File: src/rtl/gpgpu_oc_pkg.sv
// Shared types and constants for the operand-collector dispatch path.
package gpgpu_oc_pkg;

    typedef enum logic [1:0] {
        IDLE   = 2'd0,
        SEND   = 2'd1,
        SEND_B = 2'd2
    } oc_state_e;

    // Default positions of the source register fields in the instruction word.
    localparam int DEF_SRC_A_LSB = 21;
    localparam int DEF_SRC_B_LSB = 18;

    localparam logic [1:0] MASK_NONE = 2'b00;
    localparam logic [1:0] MASK_A    = 2'b01;
    localparam logic [1:0] MASK_B    = 2'b10;
    localparam logic [1:0] MASK_AB   = 2'b11;

endpackage

File: src/rtl/oc_dispatch_ctrl_rr_alloc.sv
// Round-robin pick of a free operand collector, searching upward from ptr_i and wrapping.
module oc_rr_alloc #(
    parameter int NUM_OC = 4,
    parameter int OC_W   = 2
) (
    input  logic [NUM_OC-1:0] free_i,
    input  logic [OC_W-1:0]   ptr_i,
    output logic [OC_W-1:0]   grant_o,
    output logic              any_free_o
);

    logic found;

    always_comb begin
        grant_o = '0;
        found   = 1'b0;
        for (int i = 0; i < NUM_OC; i++) begin
            if (!found && free_i[i] && (i >= int'(ptr_i))) begin
                found   = 1'b1;
                grant_o = OC_W'(i);
            end
        end
        // Wrapped part of the search: indices below the pointer.
        for (int i = 0; i < NUM_OC; i++) begin
            if (!found && free_i[i]) begin
                found   = 1'b1;
                grant_o = OC_W'(i);
            end
        end
    end

    assign any_free_o = |free_i;

endmodule

File: src/rtl/oc_dispatch_ctrl.sv
// Operand-collector dispatch: allocates an OC round-robin, maps source registers through a
// writable bank/row LUT and emits one or two bank-read beats per instruction.
module oc_dispatch_ctrl
    import gpgpu_oc_pkg::*;
#(
    parameter int NUM_OC        = 4,
    parameter int NUM_WARP      = 8,
    parameter int REGS_PER_WARP = 8,
    parameter int NUM_BANK      = 4,
    parameter int ROW_W         = 3,
    parameter int SRC_A_LSB     = DEF_SRC_A_LSB,
    parameter int SRC_B_LSB     = DEF_SRC_B_LSB,
    localparam int WARP_W = (NUM_WARP > 1) ? $clog2(NUM_WARP) : 1,
    localparam int REG_W  = $clog2(REGS_PER_WARP),
    localparam int BANK_W = $clog2(NUM_BANK),
    localparam int BSEL_W = BANK_W - 1,
    localparam int LUT_N  = NUM_WARP * REGS_PER_WARP / 2,
    localparam int LA_W   = (LUT_N > 1) ? $clog2(LUT_N) : 1,
    localparam int OC_W   = (NUM_OC > 1) ? $clog2(NUM_OC) : 1
) (
    input  logic              clk,
    input  logic              rst,
    input  logic              in_valid,
    output logic              in_ready,
    input  logic [31:0]       in_instr,
    input  logic [WARP_W-1:0] in_warp,
    input  logic              in_use_b,
    input  logic [NUM_OC-1:0] oc_release,
    output logic [NUM_OC-1:0] oc_busy,
    input  logic              cfg_we,
    input  logic [LA_W-1:0]   cfg_addr,
    input  logic [ROW_W-1:0]  cfg_row,
    input  logic [BSEL_W-1:0] cfg_bsel,
    output logic              req_valid,
    input  logic              req_ready,
    output logic [OC_W-1:0]   req_ocid,
    output logic [1:0]        req_mask,
    output logic [ROW_W-1:0]  req_row_a,
    output logic [ROW_W-1:0]  req_row_b,
    output logic [BANK_W-1:0] req_bank_a,
    output logic [BANK_W-1:0] req_bank_b,
    output logic [1:0]        dbg_state
);

    typedef struct packed {
        logic [ROW_W-1:0]  row;
        logic [BSEL_W-1:0] bsel;
    } lut_entry_t;

    lut_entry_t lut_q [LUT_N];

    oc_state_e         state_q, state_d;
    logic [OC_W-1:0]   ptr_q, ptr_d, ocid_q, ocid_d;
    logic [NUM_OC-1:0] busy_q, busy_d;
    logic [1:0]        mask_q, mask_d;
    logic [ROW_W-1:0]  row_a_q, row_a_d, row_b_q, row_b_d;
    logic [BANK_W-1:0] bank_a_q, bank_a_d, bank_b_q, bank_b_d;
    logic              split_q, split_d;

    logic [REG_W-1:0]  src_a, src_b;
    logic [LA_W-1:0]   idx_a, idx_b;
    lut_entry_t        ent_a, ent_b;
    logic [BANK_W-1:0] map_bank_a, map_bank_b;
    logic              split_new;
    logic [OC_W-1:0]   grant;
    logic              any_free, slot_open, accept;

    assign src_a = in_instr[SRC_A_LSB +: REG_W];
    assign src_b = in_instr[SRC_B_LSB +: REG_W];
    // Adjacent register pairs share one LUT entry; reg[0] picks the bank within the pair.
    assign idx_a = LA_W'(int'(in_warp) * (REGS_PER_WARP / 2) + int'(src_a >> 1));
    assign idx_b = LA_W'(int'(in_warp) * (REGS_PER_WARP / 2) + int'(src_b >> 1));
    assign ent_a = lut_q[idx_a];
    assign ent_b = lut_q[idx_b];
    assign map_bank_a = {ent_a.bsel, src_a[0]};
    assign map_bank_b = {ent_b.bsel, src_b[0]};
    assign split_new  = in_use_b && (map_bank_a == map_bank_b) && (ent_a.row != ent_b.row);

    oc_rr_alloc #(
        .NUM_OC (NUM_OC),
        .OC_W   (OC_W)
    ) u_alloc (
        .free_i     (~busy_q),
        .ptr_i      (ptr_q),
        .grant_o    (grant),
        .any_free_o (any_free)
    );

    // Handshake: a beat transfers on req_valid & req_ready; an instruction is taken on
    // in_valid & in_ready, and only when the current request finishes in this cycle.
    always_comb begin
        slot_open = 1'b0;
        case (state_q)
            IDLE:    slot_open = 1'b1;
            SEND:    slot_open = req_ready && !split_q;
            SEND_B:  slot_open = req_ready;
            default: slot_open = 1'b0;
        endcase
    end

    assign in_ready = any_free && slot_open;
    assign accept   = in_valid && in_ready;

    always_comb begin
        state_d  = state_q;
        ptr_d    = ptr_q;
        busy_d   = busy_q & ~oc_release;
        ocid_d   = ocid_q;
        mask_d   = mask_q;
        row_a_d  = row_a_q;
        row_b_d  = row_b_q;
        bank_a_d = bank_a_q;
        bank_b_d = bank_b_q;
        split_d  = split_q;
        if (accept) begin
            state_d       = SEND;
            ptr_d         = (int'(grant) == NUM_OC - 1) ? '0 : grant + OC_W'(1);
            busy_d[grant] = 1'b1;
            ocid_d        = grant;
            row_a_d       = ent_a.row;
            row_b_d       = ent_b.row;
            bank_a_d      = map_bank_a;
            bank_b_d      = map_bank_b;
            split_d       = split_new;
            mask_d        = (in_use_b && !split_new) ? MASK_AB : MASK_A;
        end else if (req_ready) begin
            case (state_q)
                SEND: begin
                    if (split_q) begin
                        state_d = SEND_B;
                        mask_d  = MASK_B;
                        split_d = 1'b0;
                    end else begin
                        state_d = IDLE;
                        mask_d  = MASK_NONE;
                    end
                end
                SEND_B: begin
                    state_d = IDLE;
                    mask_d  = MASK_NONE;
                end
                default: ;
            endcase
        end
    end

    always_ff @(posedge clk or negedge rst) begin
        if (!rst) begin
            state_q  <= IDLE;
            ptr_q    <= '0;
            busy_q   <= '0;
            ocid_q   <= '0;
            mask_q   <= MASK_NONE;
            row_a_q  <= '0;
            row_b_q  <= '0;
            bank_a_q <= '0;
            bank_b_q <= '0;
            split_q  <= 1'b0;
        end else begin
            state_q  <= state_d;
            ptr_q    <= ptr_d;
            busy_q   <= busy_d;
            ocid_q   <= ocid_d;
            mask_q   <= mask_d;
            row_a_q  <= row_a_d;
            row_b_q  <= row_b_d;
            bank_a_q <= bank_a_d;
            bank_b_q <= bank_b_d;
            split_q  <= split_d;
        end
    end

    // Reset mapping interleaves consecutive entries across bank pairs, then steps the row.
    always_ff @(posedge clk or negedge rst) begin
        if (!rst) begin
            for (int e = 0; e < LUT_N; e++) begin
                lut_q[e].bsel <= BSEL_W'(e % (NUM_BANK / 2));
                lut_q[e].row  <= ROW_W'(e / (NUM_BANK / 2));
            end
        end else if (cfg_we && (int'(cfg_addr) < LUT_N)) begin
            lut_q[cfg_addr].row  <= cfg_row;
            lut_q[cfg_addr].bsel <= cfg_bsel;
        end
    end

    assign oc_busy    = busy_q;
    assign req_valid  = (state_q != IDLE);
    assign req_ocid   = ocid_q;
    assign req_mask   = mask_q;
    assign req_row_a  = row_a_q;
    assign req_row_b  = row_b_q;
    assign req_bank_a = bank_a_q;
    assign req_bank_b = bank_b_q;
    assign dbg_state  = state_q;

endmodule
File: config.mk
export PLATFORM = sky130hd
export DESIGN_NAME = oc_dispatch_ctrl
export DESIGN_NICKNAME = d
export VERILOG_FILES = /design/src/rtl/gpgpu_oc_pkg.sv /design/src/rtl/oc_dispatch_ctrl_rr_alloc.sv /design/src/rtl/oc_dispatch_ctrl.sv
export SDC_FILE = /design/constraint.sdc
export NUM_CORES = 1
export LEC_CHECK = 0
export CAP_MARGIN = 20
export CORE_MARGIN = 2
export CORE_UTILIZATION = 52
export CTS_CLUSTER_SIZE = 20
export DETAILED_ROUTE_END_ITERATION = 8
export PLACE_DENSITY = 0.77
export SYNTH_ARGS = -nofsm -noshare
export SYNTH_HDL_FRONTEND = slang
export SYNTH_HIERARCHICAL = 1
export SYNTH_SLANG_ARGS = --single-unit
File: constraint.sdc
create_clock -name clk -period 2.1 [get_ports clk]
set_clock_uncertainty 0.2 [all_clocks]
set_input_delay 0.42 -clock clk [delete_from_list [all_inputs] [get_ports clk]]
set_output_delay 0.42 -clock clk [all_outputs]
set_load 0.01 [all_outputs]
==> metrics.csv, run 1 <==
stage,metric,value,unit
global_route,grt_max_degree,40,
synthesis,postSynthCellCount,536,
setup_path,cp_max_fo,3,
setup_path,r2r-end,split_q,
setup_path,cp.required,2.22,ns
clock_tree,clkTransAtPathRegs,0.06,ns
power_and_ir_drop,vdd.ir_drop.worst,0.703,mV
clock_tree,htreeDepth,4,
global_route,grt_pass1_wl,31500,um
floorplan,io_pins,76,
global_route,grt.overflow.total,0,
place,place.gp.congestion,0.927,
floorplan,die_area,16600,um^2
setup_path,rr_worst_depth,6,
route,vias_per_cell,6.28,
min_path,hold_class,input port to async pin,
final_layout,design.final.nets,717,
synthesis,ys_ff_latch,150,
synthesis,synth_compound_area_share,2.01,%
floorplan,num_rows,45,
synthesis,syn_area_per_cell,15.1,um^2
global_route,grt_usage,25.5,%
synthesis,syn_area,8080,um^2
sta,rsz0062_at_grt,true,
power_and_ir_drop,p_leak,0.00425,uW
route,firstDrtPassIters,5,
synthesis,synth_area_leaders,"dfrtp_1 27%, mux4_2 22%, dfstp_2 21%",
flow_run,maxCapViolCount,0,
route,wirelength,19900,um
floorplan,die_width,129,um
global_route,grt_pass1_vias,5644,
place,port_buffers,49,
route,drt_iter0_markers,559,
synthesis,yosysSeqAreaShare,47.4,%
clock_tree,cts_buffers,17,
synthesis,yosys.area_share.simple,4.63,%
synthesis,synth.area.mux_share,41.9,%
route,ant_nets,0,
final_layout,fillers,1023,
outcome,violations,setup timing,
clock_tree,numClockSinks,150,
setup_path,worstSetupEndpointType,flip-flop,
route,drc_errors,0,
setup_path,path_class,flip-flop to flip-flop,
synthesis,synth_top_family_by_area,multiplexers,
final_layout,n_antenna_cell,0,
outcome,status,"complete, but fails checks",
global_route,grt_antenna_before_repair,0,
sta,finalWorstSetupSlack,-0.368,ns
setup_path,start_kind,flip-flop,
synthesis,synthAdderAreaFrac,0.619,%
floorplan,start_util,53.2,%
sta,fin_tns_setup,-1.27,ns
clock_tree,cts-root-buf,clkbuf_16,
synthesis,yosys_warnings,6,
synthesis,synth.distinct_cells,36,
sta,drv_slew,0,
clock_tree,cts_tree,yes,
sta,worst_hold_slack,0.276,ns
route,routedWlPerCell,23.2,um
synthesis,synth_xor_area_share,0.542,%
sta,max_freq,405,MHz
sta,setup_violations,13,
route,vias,5403,
synthesis,syn_nets,594,
setup_path,rrSetupSlack,-0.37,ns
floorplan,coreArea,15200,um^2
power_and_ir_drop,report.power.total,10800,uW
final_layout,drive_above_1_share,63.4,%
sta,final_hold_viol_count,0,
floorplan,die-height,129,um
synthesis,synth_top_area_cell,dfrtp_1,
final_layout,area_delta_synth_final,25.8,%
sta,finalWorstPathRequiredPeriod,2.47,ns
power_and_ir_drop,pwr_density_cell,1060,nW/um^2
synthesis,synth_top_cell_area_share,26.6,%
place,dp_hpwl,13800,um
sta,fin_crit_sh,118,%
clock_tree,clk_path_buf_depth,2,
clock_tree,clk_latency,0.43,ns
sta,tightest_slew,0.422,ns
setup_path,worstPathArrival,2.59,ns
setup_path,r2r-start,lut_q[82],
sta,max_slew_margin,71.9,%
[state kept, by name, indices dropped and copies added, names as in the netlist]
register / count
lut_q: 128
req_bank_a: 2
req_mask: 1
oc_busy: 4
split_q: 1
dbg_state: 2
req_row_b: 3
req_row_a: 3
req_bank_b: 2
req_ocid: 2
ptr_q: 2
[metal layers]
metal	track usage, %	vias to the layer above	wire length, um
met5	0	-	0
li1	-	2289	-
met2	40.5	259	9880
met1	34.9	2812	8200
met3	4.66	43	1280
met4	11.2	0	558
[cell families after synthesis]
logic type | Yosys count
XOR/XNOR | 5
multiplexers | 223
AO/OA/AOI/OAI | 27
flip-flops | 150
buffers and inverters | 46
AND/OR/NAND/NOR | 81
adder cells (fa/ha/maj) | 4
[critical path: stages (launching register included)]
cell	delay [ns]
dfrtp_1	0.42
mux4_2	0.52
mux4_2	0.50
mux2i_2	0.23
xnor2_1	0.16
nand3_1	0.14
a41o_1	0.20
[area by class of cell]
class,instances,area (um^2),share of cell area [%]
Clock buffer,19,454,4.47
Clock inverter,13,145,1.43
Inverter,11,41.3,0.406
Multi-Input combinational cell,340,4140,40.8
Sequential cell,150,3830,37.7
Tap cell,188,235,2.31
Timing Repair Buffer,139,1310,12.9
[repair_timing]
item                                    in CTS  in global routing
hold buffers                                 1                  0
hold endpoints to repair                    16                  0
endpoints found under the setup margin      12                 15
cloned                                       1                  0
buffers inserted                             8                  9
gates resized for setup                     44                 12
pin swaps                                    5                  7
[per-stage QoR]
step | area, um^2 | setup slack (ns) | std cells | utilization, %
global placement | 9300 | -0.974 | 815 | 61.1
global route | 10200 | -0.439 | 860 | 66.9
finish | 10200 | -0.368 | 860 | 66.9
floorplan | 8170 | -0.420 | 536 | -
CTS | 10100 | -0.371 | 856 | 66.4
detailed placement | 9300 | -1.01 | 815 | 61.1
[power by group]
group | switching (uW) | internal [uW]
Clock | 1260 | 1830
Combinational | 1320 | 2020
Sequential | 610 | 3760
Total | 3190 | 7610
[worst max-delay path by stage]
stage | from | endpoint | slack (ns) | cells after the start
6_report | lut_q[82] | split_q | -0.37 | 6
5_1_grt | lut_q[114] | split_q | -0.44 | 6
4_1_cts | lut_q[41] | split_q | -0.37 | 6
3_5_place_dp | in_instr[22] | split_q | -1.01 | 7
3_3_place_gp | in_instr[22] | split_q | -0.97 | 7
2_1_floorplan | in_instr[19] | split_q | -0.42 | 8
[cell usage in the layout, fill, tap and decap left out, types with 5 or more instances in the layout]
| cell | netlist | routed |
|---|---|---|
| mux2_2 | 133 | 132 |
| dfrtp_1 | 86 | 86 |
| mux4_2 | 79 | 79 |
| buf_4 | 2 | 73 |
| dfstp_2 | 64 | 64 |
| clkdlybuf4s50_1 | 0 | 39 |
| nand2_1 | 35 | 35 |
| nor2_1 | 22 | 22 |
| clkbuf_16 | 0 | 18 |
| inv_1 | 11 | 11 |
| buf_12 | 0 | 9 |
| buf_6 | 6 | 8 |
| o21ai_2 | 0 | 7 |
| o21ai_0 | 12 | 5 |
| nor3b_1 | 5 | 5 |
[synth_stat cells]
| cell type | n |
|---|---|
| a22oi_1 | 1 |
| xor2_1 | 2 |
| a41o_1 | 1 |
| dfrtp_1 | 86 |
| a31oi_1 | 1 |
| nor2b_1 | 1 |
| a211oi_1 | 1 |
| ha_1 | 4 |
| and3b_1 | 1 |
| o22ai_1 | 5 |
| nand2_1 | 35 |
| nor2_1 | 22 |
| buf_1 | 6 |
| o31ai_1 | 1 |
| clkbuf_1 | 17 |
| buf_2 | 4 |
| or2_2 | 2 |
| mux4_2 | 79 |
| xnor2_1 | 3 |
| a21oi_1 | 4 |
| buf_4 | 2 |
| mux2_2 | 133 |
| nor3b_1 | 5 |
| o21ai_0 | 12 |
| nand3_1 | 4 |
| buf_6 | 6 |
| nor3_1 | 1 |
| nand2b_1 | 3 |
| and3_1 | 1 |
| and2_1 | 1 |
| inv_1 | 11 |
| nand3b_1 | 4 |
| or3b_2 | 1 |
| dfstp_2 | 64 |
| a211oi_2 | 1 |
| mux2i_1 | 11 |
(Power assumes the default switching activity.)
==> inputs of run 2 (changes only) <==
- SYNTH_HIERARCHICAL: 1 -> default
==> metrics.csv, run 2 <==
stage,metric,value,unit,change
synthesis,synth-async-reset-ratio,100,%,unchanged
global_route,grt_usage,27.2,%,+1.7 points
global_route,grt.overflow.total,0,,unchanged
global_route,grt_pass1_wl,33300,um,+5.5%
clock_tree,cts_tree,yes,,
synthesis,yosysMostFrequentCell,mux2_2,,
setup_path,cp_max_fo,3,,unchanged
synthesis,synthFlopType,dfrtp_1,,
floorplan,num_rows,45,,unchanged
place,place.gp.congestion,0.903,,-2.6%
floorplan,die-height,129,um,+0.20%
route,vias,5619,,+4.0%
sta,finalWorstSetupSlack,-0.360,ns,+0.00789 ns
clock_tree,cts-root-buf,clkbuf_16,,
floorplan,start_util,53.4,%,+0.22 points
final_layout,fin_area,10300,um^2,+1.2%
global_route,grt_max_degree,50,,+25%
power_and_ir_drop,pwr_density_cell,1060,nW/um^2,+0.22%
place,dp_hpwl,14600,um,+6.5%
sta,setup_violations,9,,-4
synthesis,synth_top_area_cell,dfrtp_1,,
synthesis,synth.distinct_cells,42,,+17%
flow_run,maxCapViolCount,0,,unchanged
floorplan,coreArea,15200,um^2,unchanged
clock_tree,numClockSinks,150,,unchanged
sta,drv_slew,0,,unchanged
clock_tree,htreeDepth,4,,unchanged
synthesis,syn_nets,597,,+0.51%
final_layout,n_antenna_cell,0,,unchanged
setup_path,path_class,flip-flop to flip-flop,,
synthesis,yosys_warnings,0,,-6
setup_path,startpoint,lut_q[114],,
setup_path,crit_slowest_cell,mux4_2,,
final_layout,drive_above_1_share,63.3,%,-0.13 points
min_path,hold_class,flip-flop to flip-flop,,
route,routedWlPerCell,25.0,um,+7.7%
setup_path,critical_path.endpoint,split_q,,
power_and_ir_drop,vdd.ir_drop.worst,0.607,mV,-14%
route,firstDrtPassIters,5,,unchanged
place,dp_slack,-1.09,ns,-0.0817 ns
sta,tightest_slew,0.509,ns,+0.0871 ns
final_layout,most-common-layout-cells,"130 x mux2_2, 80 x dfrtp_1, 79 x mux4_2",,
place,port_buffers,49,,unchanged
route,ant_nets,0,,unchanged
floorplan,die_width,129,um,+0.20%
clock_tree,clkTransAtPathRegs,0.06,ns,about the same
sta,finalWorstPathRequiredPeriod,2.46,ns,-0.00789 ns
sta,final_hold_viol_count,0,,unchanged
clock_tree,clk_path_buf_depth,2,,unchanged
outcome,status,"complete, but fails checks",,
route,wirelength,21500,um,+8.1%
setup_path,crit_path_frequent_cell,mux4_2,,
sta,fin_crit_sh,117,%,-0.38 points
setup_path,r2r-start,lut_q[114],,
setup_path,max_stage_delay,0.53,ns,about the same
setup_path,worstPathArrival,2.57,ns,-0.02 ns
synthesis,postSynthCellCount,541,,+0.93%
synthesis,synth_edf_count,0,,unchanged
setup_path,cp.required,2.21,ns,about the same
sta,fin_tns_setup,-1.13,ns,+0.141 ns
synthesis,yosysSeqAreaShare,47.2,%,-0.20 points
sta,rsz0062_at_grt,true,,
synthesis,syn_area_per_cell,15.0,um^2,-0.51%
sta,max_slew_margin,66.1,%,-5.8 points
outcome,violations,setup timing,,
place,place_area,9350,um^2,+0.62%
clock_tree,clk_latency,0.43,ns,about the same
setup_path,r2r-end,split_q,,
setup_path,start_kind,flip-flop,,
global_route,grt_pass1_vias,5734,,+1.6%
synthesis,ys_ff_latch,150,,unchanged
synthesis,syn_area,8120,um^2,+0.42%
floorplan,die_area,16600,um^2,+0.40%
final_layout,largest_reg_flops,128,,unchanged
final_layout,area_delta_synth_final,26.7,%,
power_and_ir_drop,p_leak,0.00429,uW,+1.0%
setup_path,rr_worst_depth,6,,unchanged
final_layout,design.final.nets,718,,+0.14%
global_route,grt_antenna_before_repair,0,,unchanged
clock_tree,cts_buffers,17,,unchanged
route,drt_iter0_markers,582,,+4.1%
setup_path,rrSetupSlack,-0.36,ns,about the same
setup_path,worstSetupEndpointType,flip-flop,,
synthesis,synth_area_leaders,"dfrtp_1 27%, dfstp_2 21%, mux4_2 20%",,
final_layout,top_register,lut_q,,
sta,max_freq,406,MHz,+0.32%
synthesis,synth_commonest_cells,"132 x mux2_2, 86 x dfrtp_1, 71 x mux4_2, 64 x dfstp_2, 37 x nand2_1",,
route,vias_per_cell,6.51,,+3.6%
synthesis,synth_top_cell_area_share,26.5,%,-0.11 points
route,drc_errors,0,,unchanged
final_layout,mostFrequentLayoutCell,mux2_2,,
floorplan,io_pins,76,,unchanged
setup_path,path_cells,"mux4_2, mux4_2, mux2i_4, xnor2_1, nand3_2, a41o_1",,
[run 2: cell type report]
cell class | count | area (um^2)
clock inverters | 14 | 198
multi-input cells | 347 | 4140
repair buffers | 137 | 1400
well taps | 188 | 235
fillers | 996 | 4920
inverters | 9 | 33.8
clock buffers | 18 | 439
flip-flops and latches | 150 | 3840
[run 2: routing by layer]
metal | vias to the layer above | part of all wire (%) | GRT usage [%]
li1 | 2329 | - | -
met1 | 2941 | 41 | 37.9
met2 | 303 | 48 | 42.0
met3 | 46 | 7.5 | 6.99
met4 | 0 | 3.2 | 9.91
met5 | - | 0 | 0
[run 2: timing repair]
| item | 4_1_cts | 5_1_grt |
|---|---|---|
| resized for setup | 51 | 18 |
| endpoints found under the setup margin | 17 | 15 |
| setup buffers | 11 | 0 |
| cloned | 4 | 0 |
| hold buffers | 1 | 0 |
| hold endpoints to repair | 23 | 0 |
| pin swaps | 6 | 5 |
[run 2: cells by family after synthesis]
family                     after synthesis  synth area share [%]
DFF                                    150                  47.2
buffers and inverters                   44                  2.74
adders and majority gates                2                 0.308
xor gates and xnor gates                 5                 0.540
and+or+nand+nor                         83                  4.70
AOI/OAI and AO/OA                       36                  2.62
muxes                                  221                  41.8
[run 2: power breakdown]
| group | switching [uW] | internal (uW) | leakage (uW) |
|---|---|---|---|
| clock | 1250 | 2030 | 0.000296 |
| combinational | 1350 | 1920 | 0.00224 |
| sequential | 642 | 3770 | 0.00176 |
| total | 3230 | 7720 | 0.00429 |
[run 2: critical path: cells and delay by family (launching register included)]
| kind | cells | cell delay [ns] |
|---|---|---|
| AO/OA/AOI/OAI | 1 | 0.19 |
| XOR/XNOR | 1 | 0.18 |
| flip-flops | 1 | 0.42 |
| multiplexers | 3 | 1.23 |
| AND/OR/NAND/NOR | 1 | 0.11 |
[run 2: worst min-delay path by stage]
| stage | from | to | slack [ns] | cells past startpoint |
|---|---|---|---|---|
| floorplan | rst | dbg_state[0] | -0.08 | 0 |
| global placement | rst | oc_busy[0] | 0.19 | 1 |
| detailed placement | rst | oc_busy[0] | 0.20 | 1 |
| CTS | req_ocid[0] | req_ocid[0] | 0.29 | 2 |
| global route | req_row_b[2] | req_row_b[2] | 0.31 | 2 |
| finish | req_row_a[0] | req_row_a[0] | 0.28 | 2 |
[run 2: through the flow]
step / utilization, % / hold WS [ns] / total power (uW) / std cells
final: 67.7 / 0.285 / 11000 / 863
after global placement: 61.5 / 0.192 / 7190 / 819
after detailed placement: 61.5 / 0.202 / 7380 / 819
after CTS: 67.3 / 0.287 / 10800 / 864
after floorplan: - / -0.0756 / 6060 / 541
after global routing: 67.7 / 0.309 / 11400 / 863
==> inputs of run 3 (changes only) <==
- SLEW_MARGIN: default -> 20
==> results of run 3 <==
Same layout as run 2: the final DEF is identical, and so are final timing and power.
